`config.mk`:
```
export PLATFORM = sky130hd
export DESIGN_NAME = sm_imem_arbiter_flat
export DESIGN_NICKNAME = d
export VERILOG_FILES = /design/src/rtl/sm_imem_pkg.sv /design/src/rtl/sm_imem_arbiter_if.sv /design/src/rtl/sm_rr_arbiter.sv /design/src/rtl/sm_imem_arbiter.sv /design/src/flat_wrapper.sv
export SDC_FILE = /design/constraint.sdc
export NUM_CORES = 1
export LEC_CHECK = 0
export ABC_CLOCK_PERIOD_IN_PS = 13630
export CAP_MARGIN = 20
export CORE_ASPECT_RATIO = 1.2
export CORE_MARGIN = 2
export CORE_UTILIZATION = 31
export CTS_BUF_LIST = sky130_fd_sc_hd__clkbuf_16
export DETAILED_ROUTE_END_ITERATION = 10
export PLACE_DENSITY = 0.95
export SKIP_LAST_GASP = 1
export SLEW_MARGIN = 30
export SYNTH_ARGS = -nofsm -noshare
export SYNTH_HDL_FRONTEND = slang
export SYNTH_SLANG_ARGS = --single-unit
```
`constraint.sdc`:
```
create_clock -name clk -period 13.63 [get_ports clk]
set_clock_uncertainty 0.2 [all_clocks]
set_input_delay 4.089 -clock clk [delete_from_list [all_inputs] [get_ports clk]]
set_output_delay 4.089 -clock clk [all_outputs]
set_load 0.005 [all_outputs]
```
`src/rtl/sm_imem_pkg.sv`:
```
// Shared types and helpers for the instruction-memory arbiter.
// State encoding, default widths and the round-robin scan index.
package sm_imem_pkg;

    typedef enum logic {
        ST_LOAD = 1'b0,
        ST_RUN  = 1'b1
    } state_t;

    localparam int N_CORES_DEF = 4;
    localparam int ADDR_W_DEF  = 6;
    localparam int DATA_W_DEF  = 32;

    // Index of the k-th candidate when scanning from ptr, wrapping at n.
    function automatic int rr_idx(int ptr, int k, int n);
        return (ptr + k) % n;
    endfunction

endpackage

```
`src/rtl/sm_imem_arbiter_if.sv`:
```
// Fetch bus between the cores and the instruction-memory arbiter.
// master: cores (req/addr out; gnt/rvalid/rdata in); slave: arbiter.
interface sm_imem_arbiter_if #(
    parameter int N_CORES = 4,
    parameter int ADDR_W  = 6,
    parameter int DATA_W  = 32
);
    logic [N_CORES-1:0]        core_req;
    logic [N_CORES*ADDR_W-1:0] core_addr;
    logic [N_CORES-1:0]        core_gnt;
    logic [N_CORES-1:0]        core_rvalid;
    logic [DATA_W-1:0]         core_rdata;

    modport master (
        output core_req, core_addr,
        input  core_gnt, core_rvalid, core_rdata
    );

    modport slave (
        input  core_req, core_addr,
        output core_gnt, core_rvalid, core_rdata
    );
endinterface

```
`src/rtl/sm_rr_arbiter.sv`:
```
// Round-robin arbiter: one-hot grant from req, scanning from ptr.
// Ports: clk, rst, req[N] in; gnt[N] one-hot out, ptr out.
module sm_rr_arbiter
    import sm_imem_pkg::*;
#(
    parameter int N = 4,
    localparam int PW = (N > 1) ? $clog2(N) : 1
) (
    input  logic          clk,
    input  logic          rst,
    input  logic [N-1:0]  req,
    output logic [N-1:0]  gnt,
    output logic [PW-1:0] ptr
);

    logic [PW-1:0] ptr_nxt;
    logic [PW-1:0] idx;
    logic          found;

    always_comb begin
        gnt     = '0;
        ptr_nxt = ptr;
        idx     = '0;
        found   = 1'b0;
        for (int k = 0; k < N; k++) begin
            idx = PW'(rr_idx(int'(ptr), k, N));
            if (!found && req[idx]) begin
                found    = 1'b1;
                gnt[idx] = 1'b1;
                ptr_nxt  = PW'(rr_idx(int'(idx), 1, N));
            end
        end
    end

    always_ff @(posedge clk) begin
        if (rst) ptr <= '0;
        else     ptr <= ptr_nxt;
    end

endmodule

```
`src/rtl/sm_imem_arbiter.sv`:
```
// Shares one single-port instruction RAM among N_CORES fetch ports.
// Ports: clk, rst, bus (fetch slave), ld_* loader, mem_* RAM side,
// ld_count, boot_done. Loader writes always win over core fetches.
module sm_imem_arbiter
    import sm_imem_pkg::*;
#(
    parameter int N_CORES   = N_CORES_DEF,
    parameter int ADDR_W    = ADDR_W_DEF,
    parameter int DATA_W    = DATA_W_DEF,
    parameter bit BOOT_LOAD = 1'b1
) (
    input  logic              clk,
    input  logic              rst,
    sm_imem_arbiter_if.slave  bus,
    input  logic              ld_we,
    input  logic [ADDR_W-1:0] ld_addr,
    input  logic [DATA_W-1:0] ld_wdata,
    input  logic              ld_last,
    output logic [ADDR_W:0]   ld_count,
    output logic              boot_done,
    output logic              mem_en,
    output logic              mem_we,
    output logic [ADDR_W-1:0] mem_addr,
    output logic [DATA_W-1:0] mem_wdata,
    input  logic [DATA_W-1:0] mem_rdata
);

    localparam int PW = (N_CORES > 1) ? $clog2(N_CORES) : 1;
    localparam logic [ADDR_W:0] CNT_MAX = {1'b1, {ADDR_W{1'b0}}};
    localparam state_t ST_RST = BOOT_LOAD ? ST_LOAD : ST_RUN;

    state_t               state, state_nxt;
    logic [N_CORES-1:0]   arb_req;
    logic [N_CORES-1:0]   gnt;
    logic [N_CORES-1:0]   tag_q;
    logic [PW-1:0]        rr_ptr;
    logic [ADDR_W-1:0]    fetch_addr;

    always_ff @(posedge clk) begin
        if (rst) state <= ST_RST;
        else     state <= state_nxt;
    end

    always_comb begin
        state_nxt = state;
        unique case (state)
            ST_LOAD: if (ld_we && ld_last) state_nxt = ST_RUN;
            ST_RUN:  state_nxt = ST_RUN;
            default: state_nxt = ST_RST;
        endcase
    end

    // Cores only compete in RUN and only when the loader is idle.
    always_comb begin
        boot_done = (state == ST_RUN);
        arb_req   = '0;
        if (state == ST_RUN && !ld_we) arb_req = bus.core_req;
    end

    sm_rr_arbiter #(.N(N_CORES)) u_rr (
        .clk (clk),
        .rst (rst),
        .req (arb_req),
        .gnt (gnt),
        .ptr (rr_ptr)
    );

    always_comb begin
        fetch_addr = '0;
        for (int i = 0; i < N_CORES; i++)
            if (gnt[i]) fetch_addr = bus.core_addr[i*ADDR_W +: ADDR_W];
    end

    always_comb begin
        mem_en    = ld_we | (|gnt);
        mem_we    = ld_we;
        mem_addr  = ld_we ? ld_addr : fetch_addr;
        mem_wdata = ld_we ? ld_wdata : '0;
    end

    always_ff @(posedge clk) begin
        if (rst) begin
            ld_count <= '0;
            tag_q    <= '0;
        end else begin
            if (ld_we && ld_count != CNT_MAX) ld_count <= ld_count + 1'b1;
            tag_q <= gnt;
        end
    end

    assign bus.core_gnt    = gnt;
    assign bus.core_rvalid = tag_q;
    assign bus.core_rdata  = mem_rdata;

    logic unused_ptr;
    assign unused_ptr = ^rr_ptr;

endmodule
```
`src/flat_wrapper.sv`:
```
// flat-port wrapper written by rule: the top's interface ports become plain ports
module sm_imem_arbiter_flat import sm_imem_pkg::*;
#(
    parameter int N_CORES   = N_CORES_DEF,
    parameter int ADDR_W    = ADDR_W_DEF,
    parameter int DATA_W    = DATA_W_DEF,
    parameter bit BOOT_LOAD = 1'b1
)
  (clk, rst, ld_we, ld_addr, ld_wdata, ld_last, ld_count, boot_done, mem_en, mem_we, mem_addr, mem_wdata, mem_rdata, bus_core_req, bus_core_addr, bus_core_gnt, bus_core_rvalid, bus_core_rdata);
  sm_imem_arbiter_if #(.N_CORES(N_CORES), .ADDR_W(ADDR_W), .DATA_W(DATA_W)) bus_i ();
  input  logic clk;
  input  logic rst;
  input  logic ld_we;
  input  logic [ADDR_W-1:0] ld_addr;
  input  logic [DATA_W-1:0] ld_wdata;
  input  logic ld_last;
  output logic [ADDR_W:0] ld_count;
  output logic boot_done;
  output logic mem_en;
  output logic mem_we;
  output logic [ADDR_W-1:0] mem_addr;
  output logic [DATA_W-1:0] mem_wdata;
  input  logic [DATA_W-1:0] mem_rdata;
  input wire logic [$bits(bus_i.core_req)-1:0] bus_core_req;
  input wire logic [$bits(bus_i.core_addr)-1:0] bus_core_addr;
  output wire logic [$bits(bus_i.core_gnt)-1:0] bus_core_gnt;
  output wire logic [$bits(bus_i.core_rvalid)-1:0] bus_core_rvalid;
  output wire logic [$bits(bus_i.core_rdata)-1:0] bus_core_rdata;
  assign bus_i.core_req = bus_core_req;
  assign bus_i.core_addr = bus_core_addr;
  assign bus_core_gnt = bus_i.core_gnt;
  assign bus_core_rvalid = bus_i.core_rvalid;
  assign bus_core_rdata = bus_i.core_rdata;
  sm_imem_arbiter #(.N_CORES(N_CORES), .ADDR_W(ADDR_W), .DATA_W(DATA_W), .BOOT_LOAD(BOOT_LOAD)) u_core (.clk(clk), .rst(rst), .bus(bus_i), .ld_we(ld_we), .ld_addr(ld_addr), .ld_wdata(ld_wdata), .ld_last(ld_last), .ld_count(ld_count), .boot_done(boot_done), .mem_en(mem_en), .mem_we(mem_we), .mem_addr(mem_addr), .mem_wdata(mem_wdata), .mem_rdata(mem_rdata));
endmodule
```
==> flow_summary_export.csv, run 1 <==
group,metric,value,unit
synthesis,synthTopCellsByCount,"34 x buf_4, 32 x and2_1, 21 x nor2b_1",
floorplan,die_area,0.006390,mm²
placement,portBuffers,125,
synthesis,syn_avg_cell_area,7.871,µm²
global_route,antenna_found_initial,0,
setup_path,worstSetupPathType,"primary input to output pin",
power,ir_drop,0.03517,mV
sta,worst_slew_pin_slew,0.6955,ns
setup_path,cp_max_fo,15,
layout,postLayoutCellArea,0.002912,mm²
cts,clk_root_buffer_cell,"clkbuf_16",
cts,clk_pin_slew_worst_paths,0.05,ns
cts,cts-htree-levels,1,
setup_path,crit_buf_inv,2,
setup_path,required,9.34,ns
sta,slew_viol_final,0,
power,p_per_area,56.23,mW/mm²
synthesis,synthArstFlopShare,0,%
floorplan,core,0.005630,mm²
synthesis,syn_nets,337,
power,leakagePower,1.009,nW
placement,dpl.hpwl,5444,µm
routing,ant_nets,0,
worst_hold_path,min_path_type,"register to register",
run_status,status,"completed",
sta,fmax,85.68,MHz
routing,dr_total_vias,1968,
floorplan,io_pins,190,
global_route,grt_pass1_vias,1871,
setup_path,reg2reg_slack,10.18,ns
sta,period_share,85.63,%
synthesis,synth_cell_types,44,
synthesis,synth_flop_cell,"dfxtp_1",
cts,insertion_delay,0.24,ns
floorplan,die_x,73.31,µm
layout,antennaDiodeCount,0,
setup_path,endpoint,"mem_addr[3]",
synthesis,synth_edf_count,0,
routing,drt_iter0_markers,52,
setup_path,crit_path_max_incr_delay,0.70,ns
setup_path,reg2reg_depth,7,
synthesis,yosys-top-cells-area,"dfxtp_1 16%, buf_4 14%, and2_1 11%",
placement,post_dp_cell_area,0.002833,mm²
setup_path,end_kind,"output pin",
setup_path,slowest_stage,"a2111oi_2",
sta,period_needed,11.67,ns
setup_path,cp.arrival,7.38,ns
cts,cts_tree,"yes",
setup_path,r2r-end,"u_core.bus.core_rvalid[2]",
floorplan,die_h,87.17,µm
layout,area_delta_synth_final,62.96,%
sta,holdWs,0.3187,ns
global_route,overflow,0,
floorplan,placementRows,30,
setup_path,startpoint,"bus_core_req[2]",
routing,drc,0,
sta,hold_viol_final,0,
routing,dr.pass1.iters,6,
job,maxCapViolCount,0,
setup_path,worstSetupStartpointType,"primary input",
synthesis,synth_area,0.001787,mm²
setup_path,reg2reg_from,"u_core.u_rr.ptr[0]",
setup_path,path_common_cell,"clkdlybuf4s50_1",
placement,gp_congestion,1.028,
synthesis,ys_ff_latch,14,
synthesis,ys_seq_area_share,15.69,%
sta,final.setup.tns,0,ns
synthesis,synth-warning-count,0,
floorplan,initial_utilization,31.73,%
synthesis,yosysMostFrequentCell,"buf_4",
layout,layout-drive-gt1-share,5.079,%
cts,cts_setup_buffers,0,
routing,wl,6687,µm
sta,setup_viol_count_final,0,
sta,max-slew-margin-rel,53.54,%
global_route,grt_usage,19.24,%
cts,cts_buffer_depth,2,
cts,cts_hold_buf,0,
cts,cts.sinks,14,
cts,post_cts_resized,0,
layout,nNetsFinal,426,
synthesis,synth_top_cell_by_area,"dfxtp_1",
setup_path,path_delay_family,"compound AO/OA/AOI/OAI gates",
setup_path,path_cells,"clkdlybuf4s50_1, or3b_1, a2111oi_2, o21ai_1, a31oi_2, a311oi_1, o31ai_1, clkdlybuf4s50_1",
placement,dp_slack,1.947,ns
setup_path,worst-path-stages,8,
global_route,grt_pass1_wl,9535,µm
global_route,grt_start_max_net_pins,54,
sta,rsz0062_at_grt,"no",
routing,via_per_inst,5.193,
synthesis,yosys.area.top_type_share,15.69,%
sta,worst_slack,1.958,ns
routing,wl_per_cell,17.64,µm
cts,cts_made_buffers,3,
synthesis,synthCells,227,
registers in the layout (all words and copies together) (netlist names):
signal	flops
u_core.boot_done	1
u_core.bus.core_rvalid	4
u_core.ld_count	7
u_core.u_rr.ptr	2
cell type report:
class	count	area [µm²]
Clock inverter	1	3.754
Timing Repair Buffer	126	1259
Sequential cell	14	280.3
Inverter	6	22.52
Fill cell	544	2719
Clock buffer	3	75.07
Multi-Input combinational cell	165	1191
Tap cell	64	80.08
placed cells by master (no fill, tap or decap), types with 2 or more instances in the layout:
cell             count
and2_1              32
clkbuf_16            3
nor2_1              11
o21ai_0              2
nand3b_1             3
a2111oi_2            2
dfxtp_1             14
a31oi_1              6
clkdlybuf4s50_1    125
inv_1                6
or3_1                2
o21ai_1              3
nand2_1             16
a32oi_1              2
a31oi_4              2
xnor2_1              3
o21a_1               3
xor2_1               2
a21oi_1              6
or3b_1               2
a22oi_1              6
mux4_2               3
nand4_1              2
o31ai_1              6
nor2b_1             21
nand3_1              2
ha_1                 8
a311oi_1             6
stage by stage:
| stage | util (%) | cells | total power [mW] |
|---|---|---|---|
| detailed placement | 50.31 | 375 | 0.1083 |
| CTS | 51.71 | 379 | 0.1658 |
| global placement | 50.31 | 375 | 0.1069 |
| global route | 51.71 | 379 | 0.1732 |
| floorplan | - | 227 | 0.07507 |
| finish | 51.71 | 379 | 0.1637 |
per-layer routing:
metal / vias up / global-route usage (%) / share of wire [%]
li1: 948 / - / -
met1: 911 / 21.08 / 37
met2: 105 / 31.20 / 45
met3: 4 / 13.89 / 18
met4: 0 / 2.149 / 0.34
met5: - / 0 / 0
report_power, final:
part           switching [mW]  leakage, nW  internal, mW
clock                  0.0173       0.0385        0.0388
sequential            0.00147        0.114        0.0422
combinational          0.0233        0.857        0.0407
total                  0.0420         1.01         0.122
how the worst min path moves through the flow:
stage | startpoint | end | slack, ns | depth (start not counted)
2_1_floorplan | u_core.ld_count[6] | u_core.ld_count[6] | 0.28 | 2
3_3_place_gp | u_core.ld_count[6] | u_core.ld_count[6] | 0.29 | 2
3_5_place_dp | u_core.boot_done | u_core.boot_done | 0.31 | 2
4_1_cts | u_core.ld_count[6] | u_core.ld_count[6] | 0.33 | 2
5_1_grt | u_core.ld_count[6] | u_core.ld_count[6] | 0.34 | 2
6_report | u_core.ld_count[6] | u_core.ld_count[6] | 0.32 | 2
worst reg2reg max path, delay by kind of cell, from the launching register on:
kind                     cells  cell delay, ns
AO/OA/AOI/OAI                3            1.39
adder cells (fa/ha/maj)      1            0.43
buffers and inverters        1            0.21
flip-flops                   1            0.54
AND/OR/NAND/NOR              2            0.61
cells by family (layout without fill, tap and decap cells):
group                    Yosys count  in the layout  synth area share [%]
adder cells (fa/ha/maj)            8              8                 5.602
AND/OR/NAND/NOR                   97             97                 30.88
buffers and inverters             48            136                 17.65
flip-flops                        14             14                 15.69
AO/OA/AOI/OAI                     51             51                 23.39
multiplexers                       4              4                 4.341
XOR/XNOR                           5              5                 2.451
Note: power is estimated with default switching activity, not from simulation.
==> inputs of run 2 (changes only) <==
Settings changed: ABC_AREA set to 1.
==> flow_summary_export.csv, run 2 <==
group,metric,value,unit
cts,clk_pin_slew_worst_paths,0.05,ns
setup_path,worstSetupPathType,"primary input to output pin",
floorplan,die_h,87.02,µm
routing,drt_iter0_markers,76,
cts,cts_buffer_depth,2,
placement,post_dp_cell_area,0.002835,mm²
layout,largest_register,"u_core.ld_count",
setup_path,crit_path_max_incr_delay,0.52,ns
sta,final.setup.tns,0,ns
synthesis,synth_top_cell_by_area,"nand2_1",
cts,clk_root_buffer_cell,"clkbuf_16",
layout,postLayoutCellArea,0.002914,mm²
sta,period_share,83.28,%
synthesis,synthArstFlopShare,0,%
cts,cts-htree-levels,1,
layout,antennaDiodeCount,0,
synthesis,synth_edf_count,0,
sta,setup_viol_count_final,0,
cts,cts_hold_buf,0,
routing,via_per_inst,4.994,
layout,final_cell_mix,"125 x clkdlybuf4s50_1, 90 x nand2_1, 52 x inv_1",
global_route,grt_pass1_wl,10090,µm
job,maxCapViolCount,0,
global_route,grt_use_met2,33.33,%
placement,gp_congestion,1.047,
global_route,grt-busiest-layer,"met2",
layout,nNetsFinal,518,
routing,drc,0,
placement,portBuffers,125,
sta,worst_slew_pin_slew,0.5969,ns
setup_path,end_kind,"output pin",
setup_path,crit_buf_inv,4,
power,p_per_area,148.1,mW/mm²
global_route,grt_usage,19.96,%
placement,dp_cells,467,
cts,cts_setup_buffers,0,
global_route,grt_pass1_vias,2237,
routing,wl,6522,µm
setup_path,cp_max_fo,42,
run_status,status,"completed",
placement,dp_slack,2.329,ns
synthesis,yosys.area.top_type_share,18.97,%
power,leakagePower,1.441,nW
power,ir_drop,0.08986,mV
sta,hold_viol_final,0,
cts,insertion_delay,0.24,ns
floorplan,initial_utilization,31.83,%
layout,fin_cells,471,
sta,worst_slack,2.279,ns
routing,wl_per_cell,13.85,µm
global_route,antenna_found_initial,0,
setup_path,path_cells,"clkdlybuf4s50_1, buf_4, inv_2, nand3_1, nand2_1, nand3_1, nand2_1, nor2_1, nand3_1, o21ai_2, nand2_1, nand3_1, clkdlybuf4s50_1",
global_route,grt_start_max_net_pins,43,
synthesis,synthTopCellsByCount,"90 x nand2_1, 52 x inv_1, 35 x nand3_1",
sta,fmax,88.09,MHz
floorplan,die_x,73.18,µm
setup_path,worstSetupStartpointType,"primary input",
global_route,use_met1,23.74,%
setup_path,path_delay_family,"buffers and inverters",
floorplan,io_pins,190,
global_route,use_met3,5.208,%
floorplan,placementRows,30,
layout,mostFrequentLayoutCell,"clkdlybuf4s50_1",
worst_hold_path,min_path_type,"register to register",
cts,cts_tree,"yes",
setup_path,required,9.34,ns
routing,dr.pass1.iters,8,
cts,cts_made_buffers,3,
synthesis,syn_avg_cell_area,5.617,µm²
synthesis,synth_flop_cell,"dfxtp_1",
sta,max-slew-margin-rel,60.20,%
setup_path,cp.arrival,7.06,ns
sta,period_needed,11.35,ns
placement,dpl.hpwl,5531,µm
layout,layout-drive-gt1-share,4.668,%
global_route,overflow,0,
floorplan,core,0.005593,mm²
floorplan,die_area,0.006368,mm²
cts,post_cts_resized,0,
sta,rsz0062_at_grt,"no",
sta,slew_viol_final,0,
synthesis,yosys-top-cells-area,"nand2_1 19%, dfxtp_1 16%, buf_4 14%",
setup_path,slowest_stage,"o21ai_2",
synthesis,synth_cell_types,26,
synthesis,ys_ff_latch,14,
setup_path,path_common_cell,"nand3_1",
synthesis,syn_nets,427,
synthesis,ys_seq_area_share,15.74,%
synthesis,synth-warning-count,0,
synthesis,yosysMostFrequentCell,"nand2_1",
synthesis,synthCells,317,
layout,area_delta_synth_final,63.67,%
cts,cts.sinks,14,
routing,ant_nets,0,
synthesis,synth_area,0.001780,mm²
routing,dr_total_vias,2352,
layout,largest_reg_flops,7,
[run 2: path summary, 6_finish.rpt]
path	start	endpoint	slack [ns]	depth (start not counted)
min	u_core.ld_count[6]	u_core.ld_count[6]	0.29	1
max	ld_we	mem_addr[1]	2.28	13
min reg2reg	u_core.ld_count[6]	u_core.ld_count[6]	0.29	1
max reg2reg	u_core.u_rr.ptr[0]	u_core.bus.core_rvalid[3]	10.83	10
[run 2: power by group]
group | switching [mW] | leakage (nW) | internal (mW)
clock | 0.0172 | 0.0385 | 0.0388
sequential | 0.00799 | 0.114 | 0.0483
combinational | 0.173 | 1.29 | 0.146
total | 0.198 | 1.44 | 0.233
[run 2: logic make-up (layout without fill, tap and decap cells)]
logic type                 after synthesis  in the layout  share of synthesized area (%)
AOI/OAI and AO/OA                       28             28                          8.364
adders and majority gates                8              8                          5.622
buffers and inverters                   96            186                          27.76
DFF                                     14             14                          15.74
and+or+nand+nor                        171            171                          42.52
[run 2: area by class of cell]
cell class	instances	area, µm²
Clock buffer	3	75.07
Sequential cell	14	280.3
Multi-Input combinational cell	207	1006
Tap cell	64	80.08
Timing Repair Buffer	126	1259
Fill cell	520	2679
Inverter	56	210.2
Clock inverter	1	3.754
[run 2: routing by layer]
metal | vias to the layer above | wire (µm)
met5 | - | 0
met2 | 159 | 3098
met4 | 0 | 237
li1 | 1131 | -
met1 | 1031 | 2451
met3 | 31 | 735
[run 2: through the flow]
| stage | power [mW] | hold slack [ns] | util [%] |
|---|---|---|---|
| 5_1_grt | 0.4655 | 0.3209 | 52.10 |
| 3_5_place_dp | 0.3704 | 0.2873 | 50.69 |
| 2_1_floorplan | 0.2436 | 0.2582 | - |
| 4_1_cts | 0.4291 | 0.2917 | 52.10 |
| 3_3_place_gp | 0.3610 | 0.2689 | 50.69 |
| 6_report | 0.4315 | 0.2884 | 52.10 |
==> inputs of run 3 (changes only) <==
Settings changed: ABC_CLOCK_PERIOD_IN_PS 13630 to 11750, CORE_UTILIZATION 31 to 29, PLACE_DENSITY 0.95 to 0.93.
Clock period 13.63 ns to 11.75 ns, I/O delays scaled along.
==> flow_summary_export.csv, run 3 (synthesis gave the netlist of run 2 again) <==
group,metric,value,unit
cts,cts_made_buffers,3,
sta,final.setup.tns,0,ns
setup_path,path_common_cell,"nand3_1",
power,p_int,0.2701,mW
cts,cts_buffer_depth,2,
global_route,overflow,0,
floorplan,core,0.005973,mm²
worst_hold_path,min_path_type,"register to register",
floorplan,io_pins,190,
floorplan,initial_utilization,29.81,%
layout,largest_reg_flops,7,
power,clockPowerShare,13.0,%
placement,dp_cells,485,
sta,hold_viol_final,0,
run_status,status,"completed",
layout,layout-drive-gt1-share,4.680,%
layout,multi_input_area,0.001006,mm²
global_route,grt_start_max_net_pins,42,
global_route,grt_pass1_wl,10610,µm
cts,clk_pin_slew_worst_paths,0.05,ns
layout,area_delta_synth_final,64.72,%
routing,via_per_inst,4.676,
cts,clk_root_buffer_cell,"clkbuf_16",
cts,cts.sinks,14,
setup_path,path_cells,"clkdlybuf4s50_1, inv_2, nand3_1, nand2_1, nand3_1, nand2_1, nor2_1, nand3_1, o21ai_2, nor2_1, nand2_1, nand3_1, clkdlybuf4s50_1",
cts,post_cts_resized,0,
setup_path,path_delay_family,"buffers and inverters",
sta,rsz0062_at_grt,"no",
setup_path,cp.arrival,6.13,ns
layout,fin_cells,488,
layout,nNetsFinal,518,
cts,cts_hold_buf,0,
layout,area.sequential,280.3,µm²
sta,period_needed,9.858,ns
sta,fmax,101.4,MHz
layout,fillers,592,
routing,dr.pass1.iters,4,
sta,period_share,83.90,%
floorplan,die_x,75.53,µm
power,p_seq_share,13.1,%
cts,cts_tree,"yes",
placement,gp_congestion,0.9537,
setup_path,required,8.03,ns
layout,final_cell_mix,"125 x clkdlybuf4s50_1, 90 x nand2_1, 52 x inv_1",
sta,slew_viol_final,0,
layout,largest_register,"u_core.ld_count",
cts,cts-htree-levels,1,
sta,max-slew-margin-rel,59.00,%
sta,setup_viol_count_final,0,
cts,insertion_delay,0.24,ns
routing,wl_per_cell,13.17,µm
placement,portBuffers,125,
setup_path,worstSetupStartpointType,"primary input",
power,power.switching,0.2279,mW
setup_path,crit_path_max_incr_delay,0.52,ns
sta,worst_slew_pin_slew,0.6149,ns
floorplan,die_h,89.84,µm
global_route,grt_pass1_vias,2276,
setup_path,crit_buf_inv,3,
power,p_sw_share,45.76,%
setup_path,slowest_stage,"o21ai_2",
layout,final_util,49.10,%
layout,antennaDiodeCount,0,
global_route,grt_usage,19.38,%
setup_path,reg2reg_slack,8.96,ns
power,p_per_area,169.8,mW/mm²
floorplan,placementRows,31,
placement,dpl.hpwl,5299,µm
power,leakagePower,1.439,nW
routing,drc,0,
routing,ant_nets,0,
routing,dr_total_vias,2282,
setup_path,cp_max_fo,15,
routing,wl,6425,µm
floorplan,die_area,0.006785,mm²
power,ir_drop,0.08970,mV
job,maxCapViolCount,0,
global_route,antenna_found_initial,0,
setup_path,worstSetupPathType,"primary input to output pin",
layout,mostFrequentLayoutCell,"clkdlybuf4s50_1",
setup_path,end_kind,"output pin",
power,p_total,0.4980,mW
routing,drt_iter0_markers,150,
power,p_comb_share,73.9,%
cts,cts_setup_buffers,0,
sta,holdWs,0.2905,ns
run 3: area by class of cell:
cell class,count,share of cell area [%]
repair buffers,126,42.92
multi-input cells,207,34.30
flip-flops and latches,14,9.556
inverters,56,7.167
well taps,82,3.498
clock buffers,3,2.560
run 3: through the flow:
stage / area (µm²) / worst slack [ns]
2_1_floorplan: 1780 / 3.272
3_3_place_gp: 2858 / 2.060
3_5_place_dp: 2858 / 1.975
4_1_cts: 2933 / 1.924
5_1_grt: 2933 / 1.692
6_report: 2933 / 1.892
run 3: worst register-to-register path, stage by stage (launching register included):
cell and delay, ns:
dfxtp_1 0.54, inv_2 0.18, ha_1 0.45, inv_1 0.12
nand3_1 0.10, nand2_1 0.14, nor2_1 0.16, nand3_1 0.14
o21ai_2 0.52, inv_1 0.09, nor2_1 0.09
run 3: power groups by stage:
stage	sequential [mW]	combinational (mW)	clock [mW]
detailed placement	0.0660	0.365	0
CTS	0.0651	0.367	0.0658
finish	0.0653	0.368	0.0647
global route	0.0663	0.407	0.0682
floorplan	0.0623	0.220	0
global placement	0.0655	0.359	0
run 3: worst paths after layout:
path / startpoint / end / cells after the start
min reg2reg: u_core.ld_count[6] / u_core.ld_count[6] / 1
max reg2reg: u_core.u_rr.ptr[0] / u_core.bus.core_rvalid[3] / 10
min: u_core.ld_count[6] / u_core.ld_count[6] / 1
max: ld_we / mem_addr[1] / 13
run 3: routing by layer:
| metal | share of wire (%) | vias up | track usage [%] |
|---|---|---|---|
| li1 | - | 1126 | - |
| met1 | 39 | 974 | 24.50 |
| met2 | 47 | 150 | 30.43 |
| met3 | 11 | 32 | 6.054 |
| met4 | 3.2 | 0 | 6.871 |
| met5 | 0 | - | 0 |
